===== config.mk =====
export PLATFORM = sky130hd
export DESIGN_NAME = theta_episode_replay
export DESIGN_NICKNAME = d
export VERILOG_FILES = /design/src/rtl/theta_episode_replay.sv
export SDC_FILE = /design/constraint.sdc
export NUM_CORES = 1
export LEC_CHECK = 0
export CAP_MARGIN = 30
export CORE_ASPECT_RATIO = 1.25
export CORE_UTILIZATION = 50
export DETAILED_ROUTE_END_ITERATION = 12
export PLACE_DENSITY = 0.77
export SYNTH_ARGS = -nofsm -noshare
export SYNTH_HDL_FRONTEND = slang
export SYNTH_SLANG_ARGS = --single-unit

===== constraint.sdc =====
create_clock -name clk -period 17.2 [get_ports clk]
set_input_delay 1.72 -clock clk [delete_from_list [all_inputs] [get_ports clk]]
set_output_delay 1.72 -clock clk [all_outputs]
set_load 0.03 [all_outputs]

===== src/rtl/theta_episode_replay.sv =====
// Episode ring buffer with per-window topic vote and valid/ready replay stream.
// Optional build macro REPLAY_REVERSE_EN: replay runs newest->oldest instead of oldest->newest.
module theta_episode_replay #(
    parameter int DEPTH     = 8,
    parameter int AW        = 3,
    parameter int TOPIC_LEN = 5,
    parameter int STR_MIN   = 6
) (
    input  logic          clk,
    input  logic          rst,
    input  logic          theta_tick,
    input  logic          ep_valid,
    input  logic [2:0]    ep_winner,
    input  logic [3:0]    ep_strength,
    input  logic          explore_mode,
    input  logic          replay_req,
    output logic          replay_valid,
    input  logic          replay_ready,
    output logic [2:0]    replay_winner,
    output logic [3:0]    replay_strength,
    output logic          replay_last,
    output logic          busy,
    output logic [AW:0]   count,
    output logic          overflow,
    output logic          delta_tick_out,
    output logic [2:0]    topic_winner,
    output logic [2:0]    topic_strength,
    output logic          topic_valid
);

    localparam logic [AW:0] FULL_CNT  = (AW+1)'(DEPTH);
    localparam logic [2:0]  LAST_TH   = 3'(TOPIC_LEN - 1);
    localparam logic [2:0]  VALID_MIN = 3'((TOPIC_LEN + 1) / 2);
    localparam logic [3:0]  STR_THR   = 4'(STR_MIN);

    typedef enum logic [1:0] {
        IDLE,
        SNAP,
        STREAM
    } state_t;

    state_t state, state_next;

    logic [6:0]    mem [DEPTH];
    logic [AW-1:0] wr_ptr;
    logic [AW-1:0] rd_base;
    logic [AW-1:0] rd_ptr;
    logic [AW:0]   snap_n;
    logic [AW:0]   beat;
    logic [2:0]    th_cnt;
    logic [2:0]    vote     [8];
    logic [2:0]    vote_eff [8];
    logic [2:0]    best_idx;
    logic [2:0]    best_cnt;
    logic          capture;
    logic          full;
    logic          write_en;

    // A full buffer may only be overwritten while no snapshot is being replayed.
    always_comb begin
        capture  = theta_tick && ep_valid && !explore_mode && (ep_strength >= STR_THR);
        full     = (count == FULL_CNT);
        write_en = capture && (!full || (state == IDLE));
    end

    always_ff @(posedge clk) begin
        if (rst) begin
            wr_ptr   <= '0;
            rd_base  <= '0;
            count    <= '0;
            overflow <= 1'b0;
        end else begin
            overflow <= capture && full;
            if (write_en) begin
                wr_ptr <= wr_ptr + 1'b1;
                if (full) begin
                    rd_base <= rd_base + 1'b1;
                end else begin
                    count <= count + 1'b1;
                end
            end
        end
    end

    always_ff @(posedge clk) begin
        if (!rst && write_en) begin
            mem[wr_ptr] <= {ep_winner, ep_strength};
        end
    end

    always_comb begin
        state_next      = state;
        busy            = (state != IDLE);
        replay_valid    = 1'b0;
        replay_last     = 1'b0;
        replay_winner   = 3'd0;
        replay_strength = 4'd0;
        case (state)
            IDLE: begin
                if (replay_req && (count != '0)) begin
                    state_next = SNAP;
                end
            end
            SNAP: begin
                state_next = STREAM;
            end
            STREAM: begin
                replay_valid                     = 1'b1;
                replay_last                      = (beat == snap_n - 1'b1);
                {replay_winner, replay_strength} = mem[rd_ptr];
                if (replay_ready && replay_last) begin
                    state_next = IDLE;
                end
            end
            default: begin
                state_next = IDLE;
            end
        endcase
    end

    // Snapshot length and start point are frozen in SNAP so later captures never join this replay.
    always_ff @(posedge clk) begin
        if (rst) begin
            state  <= IDLE;
            snap_n <= '0;
            beat   <= '0;
            rd_ptr <= '0;
        end else begin
            state <= state_next;
            if (state == SNAP) begin
                snap_n <= count;
                beat   <= '0;
`ifdef REPLAY_REVERSE_EN
                rd_ptr <= rd_base + AW'(count - 1'b1);
`else
                rd_ptr <= rd_base;
`endif
            end else if ((state == STREAM) && replay_ready) begin
                beat <= beat + 1'b1;
`ifdef REPLAY_REVERSE_EN
                rd_ptr <= rd_ptr - 1'b1;
`else
                rd_ptr <= rd_ptr + 1'b1;
`endif
            end
        end
    end

    // Votes including the current tick; strict compare keeps the lowest index on ties.
    always_comb begin
        for (int i = 0; i < 8; i++) begin
            vote_eff[i] = vote[i] + {2'b00, (ep_valid && (ep_winner == 3'(i)))};
        end
        best_idx = 3'd0;
        best_cnt = vote_eff[0];
        for (int i = 1; i < 8; i++) begin
            if (vote_eff[i] > best_cnt) begin
                best_cnt = vote_eff[i];
                best_idx = 3'(i);
            end
        end
    end

    always_ff @(posedge clk) begin
        if (rst) begin
            th_cnt         <= '0;
            delta_tick_out <= 1'b0;
            topic_winner   <= '0;
            topic_strength <= '0;
            topic_valid    <= 1'b0;
            for (int i = 0; i < 8; i++) begin
                vote[i] <= '0;
            end
        end else begin
            delta_tick_out <= 1'b0;
            if (theta_tick) begin
                if (th_cnt == LAST_TH) begin
                    th_cnt         <= '0;
                    delta_tick_out <= 1'b1;
                    topic_winner   <= best_idx;
                    topic_strength <= best_cnt;
                    topic_valid    <= (best_cnt >= VALID_MIN);
                    for (int i = 0; i < 8; i++) begin
                        vote[i] <= '0;
                    end
                end else begin
                    th_cnt <= th_cnt + 1'b1;
                    for (int i = 0; i < 8; i++) begin
                        vote[i] <= vote_eff[i];
                    end
                end
            end
        end
    end

endmodule


==> metrics.txt, run 1 <==
setup tns final=0 ns; GP Congestion=0.856; largest net degree at the start of global routing=47; Clock Skews=0.00972 ns; all-layer global routing usage=21.2%; finished layout cell area=0.00714 sq mm; Synth cell types=61; Yosys top cell area share=38.4%; area of the multi-input gates=0.00274 sq mm; leading area contributor after synthesis=edfxtp_1; CTS root buf=clkbuf_16; grt peak-use layer=met2; FF+latch area=0.00313 sq mm; drt first-iter violations=215; Worst slew margin=38.6%; Core Rows=44; switching power=318 uW; reg2reg path depth=40; vias in the first global route=4262; Synth area leaders=edfxtp_1 (38%), dfxtp_1 (14%), ha_1 (9.3%); Min-Delay Startpoint=snap_n[3]$_SDFFE_PP0P_; Post-DRT Antenna Nets=0; clk slew on worst S/H paths=0.06 ns; met1 usage=23.7%; total grt overflow=0; Final Critical Period=11.71 ns; final setup vio count=0; Num CTS Buffers=17; top cells by count, synth=edfxtp_1 (77), nor2_1 (65), ha_1 (45); PortBufs=36; hold_buf cts=0; pre-CTS setup slack=5.25 ns; worst-skew pair later-pin latency=0.41 ns; CP Capture Type=flop; 1st-pass router iterations=4; worst hold path stage count=2; average size of a mapped cell=11.5 sq um; leakage=2.74 nW; worst path bufs/invs=2; total clock sinks=118; DRT Wirelength=12.4 mm; Synth Flop Type=edfxtp_1; sequential share of power=31.9%; RR Startpoint=vote[0][3]$_SDFFCE_PN0P_; htree depth=4; Placeable Area=0.0117 sq mm; worst-margin pin slew=0.914 ns; RSZ-0062 raised after global routing=no; status=finished, final reports clean; non-filler cells, final=741; Most common cell on crit path=ha_1; met3 Use GR=5.39%; Chip Height=125 um; R2R setup slack=7.47 ns; CP Max Fanout=10; fin worst setup slack=5.49 ns; Tcrit/Tclk final=68.1%; #FFs+latches synth=118; Critical path origin=ep_winner[2]; final hold viol count=0; initial antenna violation count=0; Die Span X=100 um; cell count after synthesis=525; met2 Track Usage GR=37.6%; share of cells above drive strength 1=12.1%; combinational share of power=33.7%; drt via density=5.55; R2R Path End=topic_valid$_SDFFE_PP0P_; most frequent cell after synthesis=edfxtp_1; layout filler cell count=925; post-detailed-placement half-perimeter wirelength=8.72 mm; Max Clk Rate=85.4 MHz; Peak VDD IR=0.101 mV; hold endpoint=snap_n[3]$_SDFFE_PP0P_; Placed Cells=708; Synth Warn #=0; critical path class=in2reg; total die area=0.0125 sq mm; EDFF count, synth=77; worst hold path type=reg2reg; wire per inst=16.8 um; CP max-delay cell=clkdlybuf4s50_1; Cell Int Power=651 uW; WHS=0.470 ns; first-pass GRT wire length=20.4 mm; Post-CTS Setup Inserts=0; crit-path leading delay family=compound AO/OA/AOI/OAI gates; Final #Nets=626; placed cell area=0.00654 sq mm; Arrival @ worst endpoint=12.05 ns; IO Pins=37; Util after Layout=61.1%; Data required, critical path=17.54 ns; Antenna Cells=0; total power=969 uW; number of vias in the routed layout=4113; CTS tree=built; drt drc=0; Starting Density=51.6%; sequential share of the synthesized area=52.0%; Synth Net Count=584; Crit path depth=44; Mapped Area=0.00603 sq mm; Power per Cell Area=136 mW/mm^2; ys async rst share=0%; Slew Limit Fails=0; Clk pwr share=34.4%; max_cap viols=0; clock tree buffer depth=2; Area growth, synth to finish=18.4%; crit start category=input pin; Post-CTS Resized=0; switching fraction of total power=32.8%; CP max stage delay=0.57 ns
kinds of logic (layout without fill, tap and decap cells):
logic type / Yosys count / after routing / synth area share, %
AO/OA/AOI/OAI: 85 / 85 / 10.1
AND/OR/NAND/NOR: 184 / 184 / 14.6
multiplexers: 30 / 30 / 7.95
buffers and inverters: 41 / 96 / 2.74
flip-flops: 118 / 118 / 52.0
XOR/XNOR: 22 / 22 / 3.20
adder cells (fa/ha/maj): 45 / 45 / 9.34
worst max path at each step:
| stage | endpoint | slack [ns] |
|---|---|---|
| after floorplan | topic_valid$_SDFFE_PP0P_ | 7.24 |
| after CTS | topic_valid$_SDFFE_PP0P_ | 5.63 |
| after global routing | topic_valid$_SDFFE_PP0P_ | 4.62 |
| after global placement | topic_valid$_SDFFE_PP0P_ | 5.52 |
| after detailed placement | topic_valid$_SDFFE_PP0P_ | 5.25 |
| final | topic_valid$_SDFFE_PP0P_ | 5.49 |
worst register-to-register path, delay by kind of cell, from the launching register on:
kind,cells,cell delay [ns]
AOI/OAI and AO/OA,20,4.73
adders and majority gates,9,2.45
and+or+nand+nor,9,1.54
DFF,1,0.37
xor gates and xnor gates,1,0.31
muxes,1,0.30
flip-flops by register name (all words and copies together), names as in the netlist, named ones only:
register / cells
count: 4
topic_strength: 3
rd_base: 3
wr_ptr: 3
delta_tick_out: 1
topic_winner: 3
topic_valid: 1
vote: 24
snap_n: 4
overflow: 1
th_cnt: 3
rd_ptr: 3
state: 2
mem: 56
beat: 4
placed cells by master, fill, tap and decap left out, drive strengths merged, types with 14 or more instances in the layout:
cell type / count
ha: 45
edfxtp: 77
a21oi: 30
dfxtp: 41
xor2: 15
clkdlybuf4s50: 36
inv: 25
clkbuf: 18
nor3: 15
nor2: 65
mux4: 14
o21ai: 17
nand2: 40
power groups by stage:
stage               combinational, mW  clock (mW)  sequential [mW]
floorplan                       0.255           0            0.315
global placement                0.305           0            0.316
detailed placement              0.321           0            0.316
CTS                             0.324       0.338            0.310
global route                    0.364       0.349            0.310
finish                          0.327       0.333            0.310
final cells by class:
cell class | count | area share [%]
well taps | 161 | 2.82
clock inverters | 14 | 1.91
clock buffers | 18 | 6.01
inverters | 25 | 1.31
multi-input cells | 366 | 38.4
repair buffers | 39 | 5.65
flip-flops and latches | 118 | 43.9
layer usage:
metal / up-vias / part of all wire, %
met1: 2000 / 42
met4: 0 / 2.2
met3: 25 / 3.3
met5: - / 0
met2: 86 / 53
li1: 2002 / -
Note: power is estimated with default switching activity, not from simulation.
==> run 2, diff against run 1 <==
--- a/config.mk
+++ b/config.mk
@@ -9,7 +9,7 @@
 export CORE_ASPECT_RATIO = 1.25
 export CORE_UTILIZATION = 50
 export DETAILED_ROUTE_END_ITERATION = 12
-export PLACE_DENSITY = 0.77
+export PLACE_DENSITY = 0.8
 export SYNTH_ARGS = -nofsm -noshare
 export SYNTH_HDL_FRONTEND = slang
 export SYNTH_SLANG_ARGS = --single-unit
==> constraint.sdc (replaced) <==
create_clock -name clk -period 10.05 [get_ports clk]
set_input_delay 1.005 -clock clk [delete_from_list [all_inputs] [get_ports clk]]
set_output_delay 1.005 -clock clk [all_outputs]
set_load 0.03 [all_outputs]
==> metrics.txt, run 2 (synthesis gave the netlist of run 1 again) <==
1st-pass router iterations=5 (+1); crit start category=input pin; share of cells above drive strength 1=20.2% (+8.1 points); drt first-iter violations=200 (-7.0%); worst-margin pin slew=0.976 ns (+0.0620 ns); non-filler cells, final=776 (+4.7%); crit-path leading delay family=compound AO/OA/AOI/OAI gates; worst path bufs/invs=3 (+1); placed cell area=0.00674 sq mm (+3.0%); total power=1.90 mW (+96%); registers with the most flip-flops=mem: 56 flops, vote: 24 flops; Arrival @ worst endpoint=10.01 ns (-2.04 ns); Clock Skews=0.0134 ns (+0.00368 ns); Critical path origin=ep_valid; Starting Density=51.6% (unchanged); Peak VDD IR=0.179 mV (+77%); final hold viol count=0 (unchanged); commonest non-fill, non-tap cell in the layout=edfxtp_1; Area growth, synth to finish=25.0%; PortBufs=36 (unchanged); Die Span X=100 um (unchanged); initial antenna violation count=0 (unchanged); htree depth=4 (unchanged); pre-CTS setup slack=-0.328 ns (-5.58 ns); post-detailed-placement half-perimeter wirelength=9.24 mm (+5.9%); critical path class=in2reg; clk slew on worst S/H paths=0.06 ns (about the same); GP Congestion=0.905 (+5.7%); largest net degree at the start of global routing=47 (unchanged); Chip Height=125 um (unchanged); final setup vio count=0 (unchanged); Most flops, register=mem; M1 WL=5.29 mm (+1.8%); Core Rows=44 (unchanged); total die area=0.0125 sq mm (unchanged); CTS root buf=clkbuf_16; Placed Cells=734 (+3.7%); wire per inst=17.3 um (+3.0%); Placeable Area=0.0117 sq mm (unchanged); commonest non-fill, non-tap cells in the layout=edfxtp_1 (77), nor2_1 (64), ha_1 (41), dfxtp_1 (41), nand2_1 (40); total clock sinks=118 (unchanged); Tcrit/Tclk final=96.1%; finished layout cell area=0.00753 sq mm (+5.6%); max reg flops=56 (unchanged); CP max stage delay=0.55 ns (-0.02 ns); max_cap viols=0 (unchanged); WHS=0.468 ns (-0.00122 ns); CTS tree=built; drt via density=5.57 (+0.32%); IO Pins=37 (unchanged); Worst slew margin=34.4% (-4.2 points); area of the multi-input gates=0.00286 sq mm (+4.3%); Max Clk Rate=104 MHz; leakage=2.95 nW (+7.9%); status=finished, final reports clean; Util after Layout=64.6% (+3.4 points); Min-Delay Startpoint=snap_n[3]$_SDFFE_PP0P_; RR Startpoint=vote[0][3]$_SDFFCE_PN0P_; Antenna Cells=0 (unchanged); Final Critical Period=9.65 ns; setup tns final=0 ns (unchanged); first-pass GRT wire length=21.4 mm (+4.9%); Power per Cell Area=252 mW/mm^2 (+85%); fin worst setup slack=0.396 ns (-5.09 ns); layout filler cell count=865 (-6.5%); vias in the first global route=4477 (+5.0%); Final #Nets=661 (+5.6%); worst hold path type=reg2reg; top layer in use=met4; drt drc=0 (unchanged); worst-skew pair later-pin latency=0.42 ns (about the same); number of vias in the routed layout=4321 (+5.1%); FF+latch area=0.00313 sq mm (unchanged); Post-DRT Antenna Nets=0 (unchanged); CP Capture Type=flop; all-layer global routing usage=22.5% (+1.3 points); total grt overflow=0 (unchanged); WL met3=520 um (+25%); Num CTS Buffers=17 (unchanged); Most common cell on crit path=ha_1; CP Max Fanout=5 (-5); Data required, critical path=10.41 ns (-7.13 ns); Slew Limit Fails=0 (unchanged); clock tree buffer depth=2 (unchanged); CP max-delay cell=clkdlybuf4s50_1; metal2 WL=7.15 mm (+9.4%); DRT Wirelength=13.4 mm (+7.9%)
run 2: changes by cell type in the layout (fill, tap and decap cells not counted), sizes merged:
| cell | change |
|---|---|
| clkinvlp | -2 |
| dlymetal6s2s | +3 |
| bufinv | -2 |
| clkdlybuf4s50 | -3 |
| clkbuf | +5 |
| inv | +5 |
| buf | +35 |
| clkinv | -6 |
run 2: worst paths after layout:
path	endpoint	slack, ns	depth (start not counted)
setup / recovery	topic_valid$_SDFFE_PP0P_	0.40	46
hold / removal	snap_n[3]$_SDFFE_PP0P_	0.47	2
setup reg to reg	topic_valid$_SDFFE_PP0P_	1.51	42
hold reg to reg	snap_n[3]$_SDFFE_PP0P_	0.47	2
run 2: layout make-up:
type | count | area share, %
Clock buffer | 23 | 6.82
Tap cell | 161 | 2.67
Sequential cell | 118 | 41.6
Inverter | 25 | 1.25
Timing Repair Buffer | 74 | 8.93
Clock inverter | 9 | 0.797
Multi-Input combinational cell | 366 | 37.9
run 2: routing by layer:
metal	global-route usage [%]	vias to the layer above
met5	0	-
met2	40.4	117
li1	-	2067
met4	11.8	0
met1	24.0	2104
met3	5.33	33
run 2: worst register-to-register path: cells and delay by family, from the launching register on:
kind / cells / cell delay, ns
flip-flops: 1 / 0.37
AND/OR/NAND/NOR: 10 / 1.60
AO/OA/AOI/OAI: 21 / 3.68
buffers and inverters: 1 / 0.17
adder cells (fa/ha/maj): 9 / 2.49
XOR/XNOR: 1 / 0.18
run 2: where the power goes:
group / leakage, nW / switching [mW] / total [mW] / internal (mW)
clock: 0.289 / 0.214 / 0.575 / 0.361
sequential: 1.07 / 0.00470 / 0.530 / 0.525
combinational: 1.60 / 0.397 / 0.793 / 0.397
run 2: timing repair:
action,in CTS,in global routing
gates resized for setup,0,27
setup endpoints to repair,0,7
hold buffers,0,0
buffers inserted,0,8
==> run 3, diff against run 2 <==
--- a/config.mk
+++ b/config.mk
@@ -6,8 +6,8 @@
 export NUM_CORES = 1
 export LEC_CHECK = 0
 export CAP_MARGIN = 30
-export CORE_ASPECT_RATIO = 1.25
 export CORE_UTILIZATION = 50
+export CTS_CLUSTER_DIAMETER = 40
 export DETAILED_ROUTE_END_ITERATION = 12
 export PLACE_DENSITY = 0.8
 export SYNTH_ARGS = -nofsm -noshare
==> metrics.txt, run 3 (synthesis gave the netlist of run 1 again) <==
status=complete, but fails checks; failing checks=DRC; final hold viol count=0 (unchanged); total grt overflow=0 (unchanged); Peak VDD IR=0.321 mV (+80%); total power=1.83 mW (-3.8%); worst hold path type=reg2reg; post-detailed-placement half-perimeter wirelength=9.04 mm (-2.1%); Final Critical Period=9.62 ns (-0.0352 ns); Data required, critical path=10.38 ns (-0.03 ns); Chip Height=112 um (-10%); share of cells above drive strength 1=18.7% (-1.5 points); initial antenna violation count=0 (unchanged); PortBufs=36 (unchanged); Crit path depth=47 (+2.2%); Starting Density=52.1% (+0.47 points); largest net degree at the start of global routing=47 (unchanged); layout filler cell count=826 (-4.5%); wire per inst=18.2 um (+5.5%); setup tns final=0 ns (unchanged); max_cap viols=0 (unchanged); CTS tree=built; Antenna Cells=0 (unchanged); drt first-iter violations=351 (+76%); first-pass GRT wire length=21.6 mm (+1.0%); leakage=2.93 nW (-0.69%); Tcrit/Tclk final=95.7% (-0.35 points); Placeable Area=0.0116 sq mm (-0.91%); Die Span X=112 um (+12%); worst hold path stage count=2 (unchanged); worst-skew pair later-pin latency=0.41 ns (about the same); Final #Nets=651 (-1.5%); worst-margin pin slew=0.792 ns (-0.184 ns); CP max-delay cell=ha_1; Worst slew margin=47.0% (+13 points); drt drc=4 (+4); non-filler cells, final=748 (-3.6%); worst path bufs/invs=4 (+1); CP Capture Type=flop; IO Pins=37 (unchanged); Most flops, register=mem; DRT Wirelength=13.6 mm (+1.6%); crit start category=input pin; vias in the first global route=4341 (-3.0%); clock tree buffer depth=2 (unchanged); Critical path origin=ep_winner[2]; final setup vio count=0 (unchanged); htree depth=4 (unchanged); crit-path leading delay family=compound AO/OA/AOI/OAI gates; fin worst setup slack=0.431 ns (+0.0352 ns); commonest non-fill, non-tap cell in the layout=edfxtp_1; total die area=0.0125 sq mm (about the same); clk slew on worst S/H paths=0.05 ns (about the same); max reg flops=56 (unchanged); drt via density=5.78 (+3.8%); Core Rows=39 (-11%); GP Congestion=0.890 (-1.7%); Arrival @ worst endpoint=9.95 ns (-0.06 ns); FF+latch area=0.00313 sq mm (unchanged); Slew Limit Fails=0 (unchanged); CP Max Fanout=7 (+2); reg2reg path depth=44 (+4.8%); Area growth, synth to finish=23.5%; area of the multi-input gates=0.00284 sq mm (-0.79%); Power per Cell Area=245 mW/mm^2 (-2.6%); total clock sinks=118 (unchanged); commonest non-fill, non-tap cells in the layout=edfxtp_1 (77), nor2_1 (64), ha_1 (43); Critical Path Sink=topic_valid$_SDFFE_PP0P_; CTS root buf=clkbuf_16; Num CTS Buffers=17 (unchanged); Post-DRT Antenna Nets=0 (unchanged); registers with the most flip-flops=mem: 56 flops, vote: 24 flops; Placed Cells=710 (-3.3%); R2R setup slack=1.23 ns (-0.28 ns); 1st-pass router iterations=9 (+4); Max Clk Rate=104 MHz (+0.37%); Util after Layout=64.4% (-0.21 points); all-layer global routing usage=22.5% (about the same); R2R Path End=topic_valid$_SDFFE_PP0P_; hold_buf cts=0 (unchanged); pre-CTS setup slack=-0.392 ns (-0.0632 ns); critical path class=in2reg; Most common cell on crit path=ha_1; RR Startpoint=vote[0][0]$_SDFFE_PP0P_; Clock Skews=0.0119 ns (-0.00151 ns); number of vias in the routed layout=4324 (+0.069%); CP max stage delay=0.35 ns (-0.20 ns)
run 3: worst min-delay path by stage:
stage	from	end	slack, ns
after floorplan	snap_n[3]$_SDFFE_PP0P_	snap_n[3]$_SDFFE_PP0P_	0.45
after global placement	snap_n[3]$_SDFFE_PP0P_	snap_n[3]$_SDFFE_PP0P_	0.46
after detailed placement	snap_n[3]$_SDFFE_PP0P_	snap_n[3]$_SDFFE_PP0P_	0.47
after CTS	snap_n[1]$_SDFFE_PP0P_	snap_n[1]$_SDFFE_PP0P_	0.48
after global routing	snap_n[1]$_SDFFE_PP0P_	snap_n[1]$_SDFFE_PP0P_	0.50
final	snap_n[1]$_SDFFE_PP0P_	snap_n[1]$_SDFFE_PP0P_	0.48
run 3: tightest hold or removal path: stages (launching register included):
cell     delay (ns)
dfxtp_1        0.32
nand2_1        0.06
a21oi_1        0.05
run 3: through the flow:
step	hold WS (ns)	instance area [sq um]
after floorplan	0.448	6030
after global placement	0.465	6650
after detailed placement	0.469	6680
after CTS	0.477	7290
after global routing	0.496	7440
final	0.478	7440
run 3: cell type report:
type,instances,share of cell area (%)
well taps,143,2.40
repair buffers,64,8.07
multi-input cells,366,38.1
clock buffers,19,6.09
inverters,25,1.26
flip-flops and latches,118,42.1
clock inverters,13,1.97
run 3: repair_timing:
action,in CTS,in global routing
endpoints found under the setup margin,1,7
buffers inserted,0,6
pin swaps,0,7
resized for setup,1,25
run 3: routing by layer:
layer,vias to the layer above,track usage [%],wire [um],part of all wire [%]
li1,2059,-,-,-
met1,2118,26.8,5720,42
met2,123,39.3,7020,52
met3,24,5.23,586,4.3
met4,0,9.01,295,2.2
met5,-,0,0,0
run 3: report_power, final:
group          internal, mW  total [mW]  leakage (nW)  switching [mW]
Combinational         0.308       0.687          1.58           0.379
Sequential            0.525       0.529          1.07         0.00468
Clock                 0.381       0.608         0.291           0.227
Total                  1.21        1.83          2.93           0.611
==> RTL change: new RTL, settings of run 2 <==
Change the parameter `STR_MIN` from 6 to 4.
--- a/src/rtl/theta_episode_replay.sv
+++ b/src/rtl/theta_episode_replay.sv
@@ -6,3 +6,3 @@
     parameter int TOPIC_LEN = 5,
-    parameter int STR_MIN   = 6
+    parameter int STR_MIN   = 4
 ) (
Behaviour: not the same (a bounded check fails within 4 cycles, from zero or initial values and one cycle with rst high).
==> RTL change against run 2 <==
Global-route usage shrank 1.8 points. First-iteration DRC count grew 14%. Synthesized area shrank 1.1%. Worst setup slack gained 0.025 ns. Total power shrank 11%. Routed wire length shrank 8.7%. Cell area shrank 2.3%. Sequential cell count is the same. Largest cell class unchanged. Highest routed layer unchanged.
==> RTL change: results (changes against run 2) <==
Drt:
- The average routed wire per standard cell is 16.2 um (-6.5%).
- The detailed router's first-iteration violation count came to 228 (+14%).
- The detailed-routing iteration count for the pre-antenna-repair pass was 4 (-1).
- The total number of vias was 4143 (-4.1%).
- The met1 wire length is 5010 um (-5.4%).

Pwr:
- The power consumed by the clock network came to 0.615 mW (+7.0%).
- The worst-case vdd ir drop is 233 uV (+30%).
- The power consumed by combinational cells is 0.548 mW (-31%).
- The leakage power of the design is 2.86 nW (-3.1%).
- The ratio of total power to cell area was 230 nW/um^2 (-8.7%).
- The net switching power of the design is 0.526 mW (-15%).

Final layout:
- The layout overhead on the synthesized area is 23.5%.
- The net count of the finished layout is 643 (-2.7%).

Synth:
- The portion of the post-synthesis area used by sequential elements was 52.6% (+0.57 points).
- By count the netlist is led by edfxtp_1, nor2_1, ha_1.
- The number of nets in the synthesized netlist is 578 (-1.0%).
- In the post-synthesis netlist, the biggest area contributors are edfxtp_1, dfxtp_1, ha_1.

Global route:
- The total global-route track usage is 20.7% (-1.8 points).
- The met1 track demand over resource came to 23.7% (-0.27 points).
- The met3 layer usage reported by global route is 4.71% (-0.62 points).
- The met2 routing resource usage after global routing came to 36.8% (-3.6 points).

Worst setup path:
- The delay of the slowest critical-path stage is 0.37 ns (-0.18 ns).
- The maximum fanout count along the critical path is 10 (+5).
- The data arrival time of the critical path was 9.97 ns (-0.04 ns).
- The worst register-to-register path ends at topic_strength[0].
- The worst reg-to-reg setup slack is 1.18 ns (-0.33 ns).
- For this design, the slowest cell found on the critical path is mux2_2.

Placement:
- The total cell area at the placement stage is 6640 um^2 (-1.5%).
- The detailed-placement wirelength estimate is 8530 um (-7.7%).
- The placement-stage worst setup slack came to -0.671 ns (-0.343 ns).

STA:
- The relative slew slack is 36.7% (+2.3 points).

Status:
- The flow ran to the end, and the final reports show no timing, DRC or antenna violations.
## RTL change: cell count changes after synthesis, moves of 3 or more
cell and delta:
a21oi_1 +3, a311oi_1 -3, and2_1 -3, inv_1 +5
mux2_2 +4, nand3_1 -3, nor3_1 +3, o21ai_0 -3
xnor2_1 +4, xor2_1 -4
## RTL change: worst max-delay path by stage
stage	startpoint	endpoint	slack [ns]	cells past startpoint
after CTS	ep_valid	topic_valid	0.03	45
after floorplan	ep_winner[2]	topic_strength[0]	0.46	43
after global placement	ep_winner[2]	topic_valid	-0.26	45
after detailed placement	ep_winner[2]	topic_strength[0]	-0.67	44
after global routing	ep_winner[2]	topic_valid	-0.01	44
final	ep_winner[2]	topic_strength[0]	0.42	42
## RTL change: what timing repair did
action,in CTS,in global routing
endpoints found under the setup margin,5,7
gates resized for setup,2,24
hold buffers,0,0
setup buffers,0,3
pin swaps,0,9
## RTL change: per-stage QoR
stage	TNS [ns]	std cells	hold WS (ns)
3_3_place_gp	-0.940	723	0.457
6_report	0	758	0.477
3_5_place_dp	-3.59	723	0.470
4_1_cts	0	755	0.478
5_1_grt	-0.00971	758	0.498
2_1_floorplan	0	519	0.448
## RTL change: cells by family after synthesis
group,after synthesis,share of synthesized area [%]
AOI/OAI and AO/OA,74,8.35
xor gates and xnor gates,22,3.23
adders and majority gates,47,9.80
buffers and inverters,45,2.85
DFF,118,52.6
muxes,36,9.21
and+or+nand+nor,177,14.0
## RTL change: final cells by class
cell class              instances  area share, %
multi-input cells             356           37.5
clock buffers                  17           5.78
well taps                     161           2.74
repair buffers                 61           7.48
inverters                      30           1.53
clock inverters                15           2.45
flip-flops and latches        118           42.5
